$ cat src/rtl/kb_move_decoder_pkg.sv
// Shared definitions for the keyboard move decoder: move codes, scan
// constants, parser states, held-bit indices and the move priority function.
package kb_move_decoder_pkg;

  // Registered move codes presented to the game logic
  localparam logic [2:0] MOVE_NONE  = 3'b000;
  localparam logic [2:0] MOVE_UP    = 3'b001;
  localparam logic [2:0] MOVE_DOWN  = 3'b010;
  localparam logic [2:0] MOVE_LEFT  = 3'b011;
  localparam logic [2:0] MOVE_RIGHT = 3'b100;
  localparam logic [2:0] MOVE_FIRE  = 3'b101;

  // PS/2 set-2 prefixes and the scan codes we care about
  localparam logic [7:0] SC_E0    = 8'hE0;
  localparam logic [7:0] SC_F0    = 8'hF0;
  localparam logic [7:0] SC_UP    = 8'h75;
  localparam logic [7:0] SC_DOWN  = 8'h72;
  localparam logic [7:0] SC_LEFT  = 8'h6B;
  localparam logic [7:0] SC_RIGHT = 8'h74;
  localparam logic [7:0] SC_SPACE = 8'h29;
  localparam logic [7:0] SC_W     = 8'h1D;
  localparam logic [7:0] SC_S     = 8'h1B;
  localparam logic [7:0] SC_A     = 8'h1C;
  localparam logic [7:0] SC_D     = 8'h23;

  // Bit positions inside the held vector {fire,right,left,down,up}
  localparam logic [2:0] HELD_UP    = 3'd0;
  localparam logic [2:0] HELD_DOWN  = 3'd1;
  localparam logic [2:0] HELD_LEFT  = 3'd2;
  localparam logic [2:0] HELD_RIGHT = 3'd3;
  localparam logic [2:0] HELD_FIRE  = 3'd4;

  typedef enum logic [1:0] {
    ST_IDLE    = 2'd0,
    ST_EXT     = 2'd1,
    ST_BRK     = 2'd2,
    ST_EXT_BRK = 2'd3
  } parser_state_t;

  // Fire wins over movement; among directions up > down > left > right
  function automatic logic [2:0] priority_move(input logic [4:0] h);
    if (h[HELD_FIRE])       return MOVE_FIRE;
    else if (h[HELD_UP])    return MOVE_UP;
    else if (h[HELD_DOWN])  return MOVE_DOWN;
    else if (h[HELD_LEFT])  return MOVE_LEFT;
    else if (h[HELD_RIGHT]) return MOVE_RIGHT;
    return MOVE_NONE;
  endfunction

endpackage

$ cat src/rtl/kb_move_decoder_prefix_parser.sv
// Strips E0/F0 prefixes from the PS/2 byte stream and emits one key event
// per complete make/break sequence. A half-received prefix is abandoned
// after TIMEOUT_CYCLES idle cycles so a lost byte cannot poison the next key.
module ps2_prefix_parser
  import kb_move_decoder_pkg::*;
#(
  parameter int TIMEOUT_CYCLES = 50000
) (
  input  logic       clk,
  input  logic       reset,
  input  logic       rx_done_tick,
  input  logic [7:0] rx_data,
  output logic       key_evt,
  output logic       is_ext,
  output logic       is_break,
  output logic [7:0] code
);

  localparam int CNT_W = (TIMEOUT_CYCLES > 1) ? $clog2(TIMEOUT_CYCLES) : 1;

  parser_state_t    state, state_next;
  logic [CNT_W-1:0] idle_cnt, idle_cnt_next;

  // State and idle-counter registers
  always_ff @(posedge clk) begin
    if (reset) begin
      state    <= ST_IDLE;
      idle_cnt <= '0;
    end else begin
      state    <= state_next;
      idle_cnt <= idle_cnt_next;
    end
  end

  // Prefix tracking, event decode and timeout; events are combinational so the
  // held register can update on the edge that consumes the final byte
  always_comb begin
    state_next    = state;
    idle_cnt_next = idle_cnt;
    key_evt       = 1'b0;
    is_ext        = 1'b0;
    is_break      = 1'b0;
    code          = rx_data;
    if (rx_done_tick) begin
      idle_cnt_next = '0;
      case (state)
        ST_IDLE: begin
          if (rx_data == SC_E0)      state_next = ST_EXT;
          else if (rx_data == SC_F0) state_next = ST_BRK;
          else                       key_evt    = 1'b1;
        end
        ST_EXT: begin
          if (rx_data == SC_F0) begin
            state_next = ST_EXT_BRK;
          end else begin
            key_evt    = 1'b1;
            is_ext     = 1'b1;
            state_next = ST_IDLE;
          end
        end
        ST_BRK: begin
          key_evt    = 1'b1;
          is_break   = 1'b1;
          state_next = ST_IDLE;
        end
        default: begin
          key_evt    = 1'b1;
          is_ext     = 1'b1;
          is_break   = 1'b1;
          state_next = ST_IDLE;
        end
      endcase
    end else if (state == ST_IDLE) begin
      idle_cnt_next = '0;
    end else if (idle_cnt == CNT_W'(TIMEOUT_CYCLES - 1)) begin
      state_next    = ST_IDLE;
      idle_cnt_next = '0;
    end else begin
      idle_cnt_next = idle_cnt + CNT_W'(1);
    end
  end

endmodule

$ cat src/rtl/kb_move_decoder.sv
// Turns parsed PS/2 key events into held-key state for the five game keys,
// a priority-encoded registered move, a change pulse and a per-frame copy.
module kb_move_decoder
  import kb_move_decoder_pkg::*;
#(
  parameter int TIMEOUT_CYCLES = 50000,
  parameter bit ENABLE_WASD    = 1'b1
) (
  input  logic       clk,
  input  logic       reset,
  input  logic       rx_done_tick,
  input  logic [7:0] rx_data,
  input  logic       frame_tick,
  output logic [4:0] held,
  output logic [2:0] move,
  output logic       move_changed,
  output logic [2:0] move_frame
);

  logic       key_evt, is_ext, is_break;
  logic [7:0] code;
  logic       key_hit;
  logic [2:0] key_idx;
  logic [4:0] held_next;
  logic [2:0] move_next;

  ps2_prefix_parser #(
    .TIMEOUT_CYCLES(TIMEOUT_CYCLES)
  ) u_parser (
    .clk          (clk),
    .reset        (reset),
    .rx_done_tick (rx_done_tick),
    .rx_data      (rx_data),
    .key_evt      (key_evt),
    .is_ext       (is_ext),
    .is_break     (is_break),
    .code         (code)
  );

  // Map (extended, code) onto a held-bit index; anything else is not a game key
  always_comb begin
    key_hit = 1'b0;
    key_idx = HELD_UP;
    if (is_ext) begin
      case (code)
        SC_UP:    begin key_hit = 1'b1; key_idx = HELD_UP;    end
        SC_DOWN:  begin key_hit = 1'b1; key_idx = HELD_DOWN;  end
        SC_LEFT:  begin key_hit = 1'b1; key_idx = HELD_LEFT;  end
        SC_RIGHT: begin key_hit = 1'b1; key_idx = HELD_RIGHT; end
        default:  ;
      endcase
    end else begin
      case (code)
        SC_SPACE: begin key_hit = 1'b1; key_idx = HELD_FIRE; end
        SC_W:     begin key_hit = ENABLE_WASD; key_idx = HELD_UP;    end
        SC_S:     begin key_hit = ENABLE_WASD; key_idx = HELD_DOWN;  end
        SC_A:     begin key_hit = ENABLE_WASD; key_idx = HELD_LEFT;  end
        SC_D:     begin key_hit = ENABLE_WASD; key_idx = HELD_RIGHT; end
        default:  ;
      endcase
    end
  end

  // Make sets and break clears the mapped bit; repeats and stray breaks fall out naturally
  always_comb begin
    held_next = held;
    if (key_evt && key_hit) held_next[key_idx] = ~is_break;
    move_next = priority_move(held);
  end

  // Held keys, move, change pulse and frame snapshot; move lags held by one cycle
  always_ff @(posedge clk) begin
    if (reset) begin
      held         <= '0;
      move         <= MOVE_NONE;
      move_changed <= 1'b0;
      move_frame   <= MOVE_NONE;
    end else begin
      held         <= held_next;
      move         <= move_next;
      move_changed <= (move_next != move);
      if (frame_tick) move_frame <= move;
    end
  end

endmodule
$ cat config.mk
export PLATFORM = sky130hd
export DESIGN_NAME = kb_move_decoder
export DESIGN_NICKNAME = d
export VERILOG_FILES = /design/src/rtl/kb_move_decoder_pkg.sv /design/src/rtl/kb_move_decoder_prefix_parser.sv /design/src/rtl/kb_move_decoder.sv
export SDC_FILE = /design/constraint.sdc
export NUM_CORES = 1
export LEC_CHECK = 0
export CELL_PAD_IN_SITES_DETAIL_PLACEMENT = 1
export CELL_PAD_IN_SITES_GLOBAL_PLACEMENT = 1
export CORE_UTILIZATION = 35
export DETAILED_ROUTE_END_ITERATION = 10
export GPL_ROUTABILITY_DRIVEN = 0
export PLACE_DENSITY = 0.74
export SYNTH_ARGS = -nofsm -noshare
export SYNTH_HDL_FRONTEND = slang
export SYNTH_SLANG_ARGS = --single-unit
$ cat constraint.sdc
create_clock -name clk -period 1.7 [get_ports clk]
set_input_delay 0.17 -clock clk [delete_from_list [all_inputs] [get_ports clk]]
set_output_delay 0.17 -clock clk [all_outputs]
set_load 0.05 [all_outputs]
==> run metrics <==
Hold Path Origin rx_data[1]; post-layout total power 1430 uW; cell taking the most area after synthesis dfxtp_1; Seq/Total Area, Yosys 0.409; CP max FO 3; Max clock buf depth 2; crit path time final 1680 ps; Mean Syn Cell Area around 8.7 sq um; nets 237; per-cell routed wire length around 15 microns; Slew Viols, Final 0; f_max 594 MHz; initial antenna violation count 0; Port Buffer Count 23; CTS tree done; endpoints failing setup 0; final std cells w/o fill between 200 and 300; Initial Utilization 0.367; vias in the first global route about 1500; die height ~67 microns; Placed Cells between 200 and 300; vias per cell 5.23; Critical Path Source Type input pin; n_diodes 0; Critical R2R Launch u_parser.idle_cnt[0]; Worst-Margin Slew 500 ps; Mapped Area 0.00147 sq mm; outcome completed; Worst R2R Setup Slack 30 ps; Residual DRC 0; top_reg_cell synth dfxtp_1; 1st-iter DRT viols 83; Reg clk slew, reported paths 70 ps; fraction of registers with async set/reset 0; syn_nets 181; hold path depth 5; drt first pass iters 4; layout cell share with drive strength beyond 1 0.293; Final period util 0.991; post-route antenna net violation count 0; endpoint type of the worst setup path register; clock root cell clkbuf_8; worst vdd ir around 0.50 mV; # clock sinks 30; Rel. slew slack 0.666; maximum capacitance violations 0; Tot GR Track Use 0.206; Hold WC Path Type input pin to register; pin count of the biggest net entering global routing 17; grt ovf 0; power density cells 666 mW/mm^2; r2r worst-path depth 6; Post-synth EDFFs 0; worst r2r dst u_parser.idle_cnt[4]; Final Skew 8.84 ps; Final Util 0.537; via count 1439; Leak 0.000805 uW; CTS Buf Count 5; Synth area leaders dfxtp_1, nor2_1, xor2_1, xnor2_1, mux2i_1; most frequent cells in the layout nor2_1, dfxtp_1, buf_4; first-pass GRT wire length 6800 microns; htree depth 2; row count 23; crit path DAT 1890 ps; final hold violation count 0; HPWL Detailed 2990 microns; Routed Wire Length roughly 4200 microns; Layout area overhead 46.3%; core area 0.00400 sq mm; Synth top area share 0.409; die span in x 66.8 microns; Cell variety after synth 41; Worst-Skew Late Latency 280 ps; Req. time, crit path between 1500 and 2000 ps; RSZ-0062 raised after global routing yes; Setup CP Type input pin to register; Synth Warn # 0; I/O Pins 24; Synth Instances 168; Die ar. 0.00446 sq mm; Hold EP held[4]; Synth Register Bits 30
==> power breakdown <==
part	switching [uW]	total (uW)	internal, uW	leakage [uW]
clock network	266	590	325	0.0000472
logic	60.2	134	74.0	0.000517
registers	0.989	705	704	0.000242
==> worst max-delay path: stages <==
cell,delay [ps]
clkdlybuf4s50_1,470
nand4b_1,170
or4b_4,540
o21a_1,180
a21oi_4,150
mux2i_1,210
==> cell type report <==
type                    count  area (sq um)
clock inverters             2          12.5
fillers                   466          1850
well taps                  50          62.6
clock buffers               6          82.6
flip-flops and latches     30           601
multi-input cells         131           927
repair buffers             52           447
inverters                   4          15.0
==> cells in the mapped netlist (2+ instances only) <==
cell type	count
clkbuf_1	3
and3_1	4
o21a_1	2
nor4_1	4
xnor2_1	7
nand3b_1	3
dfxtp_1	30
o21ai_0	3
nor3_1	5
mux2i_1	5
nand2b_1	4
nor2_1	32
xor2_1	9
inv_1	4
a31oi_1	2
nand3_1	7
a211oi_1	3
or3b_2	2
a21o_1	2
nand4_1	4
nand2_1	6
a21oi_1	7
nand4b_1	2
==> kinds of logic after synthesis <==
group	share of synthesized area
buffers and inverters	0.0179
and+or+nand+nor	0.318
muxes	0.0341
adders and majority gates	0.00852
AOI/OAI and AO/OA	0.117
DFF	0.409
xor gates and xnor gates	0.0955
==> worst max-delay path by stage <==
stage,from,end,slack (ps),cells past startpoint
6_report,rx_done_tick,held[3],20,6
5_1_grt,rx_done_tick,held[3],-30,6
4_1_cts,rx_data[7],held[3],9,7
3_5_place_dp,rx_data[4],held[3],-600,7
3_3_place_gp,rx_data[2],held[3],-510,7
2_1_floorplan,u_parser.idle_cnt[0],u_parser.idle_cnt[15],20,7
==> metrics by stage <==
stage | setup TNS [ps] | worst slack [ps] | instance area, sq um | hold WS [ps]
4_1_cts | 0 | 8.71 | 2110 | 489
2_1_floorplan | 0 | 22.0 | 1480 | 242
6_report | 0 | 15.7 | 2150 | 403
3_3_place_gp | -2130 | -507 | 1950 | 443
3_5_place_dp | -2560 | -600 | 1950 | 474
5_1_grt | -65.9 | -27.7 | 2150 | 443
==> state kept, by name, summed over array words and instances (netlist names) <==
register / count
move_frame: 3
u_parser.state: 2
move: 3
move_changed: 1
u_parser.idle_cnt: 16
held: 5
==> layer usage <==
layer  share of wire  vias to the layer above  global-route usage
met5               0                        -                   0
met1            0.43                      699               0.240
met4           0.011                        0              0.0638
met2            0.52                       22               0.367
li1                -                      712                   -
met3           0.034                        6              0.0462
==> repair_timing <==
| item | 4_1_cts | 5_1_grt |
|---|---|---|
| endpoints found under the setup margin | 4 | 13 |
| setup buffers | 2 | 0 |
| hold buffers | 0 | 0 |
| pin swaps | 8 | 6 |
| gates cloned | 0 | 0 |
| resized for setup | 21 | 19 |
Note: power is estimated with default switching activity, not from simulation.
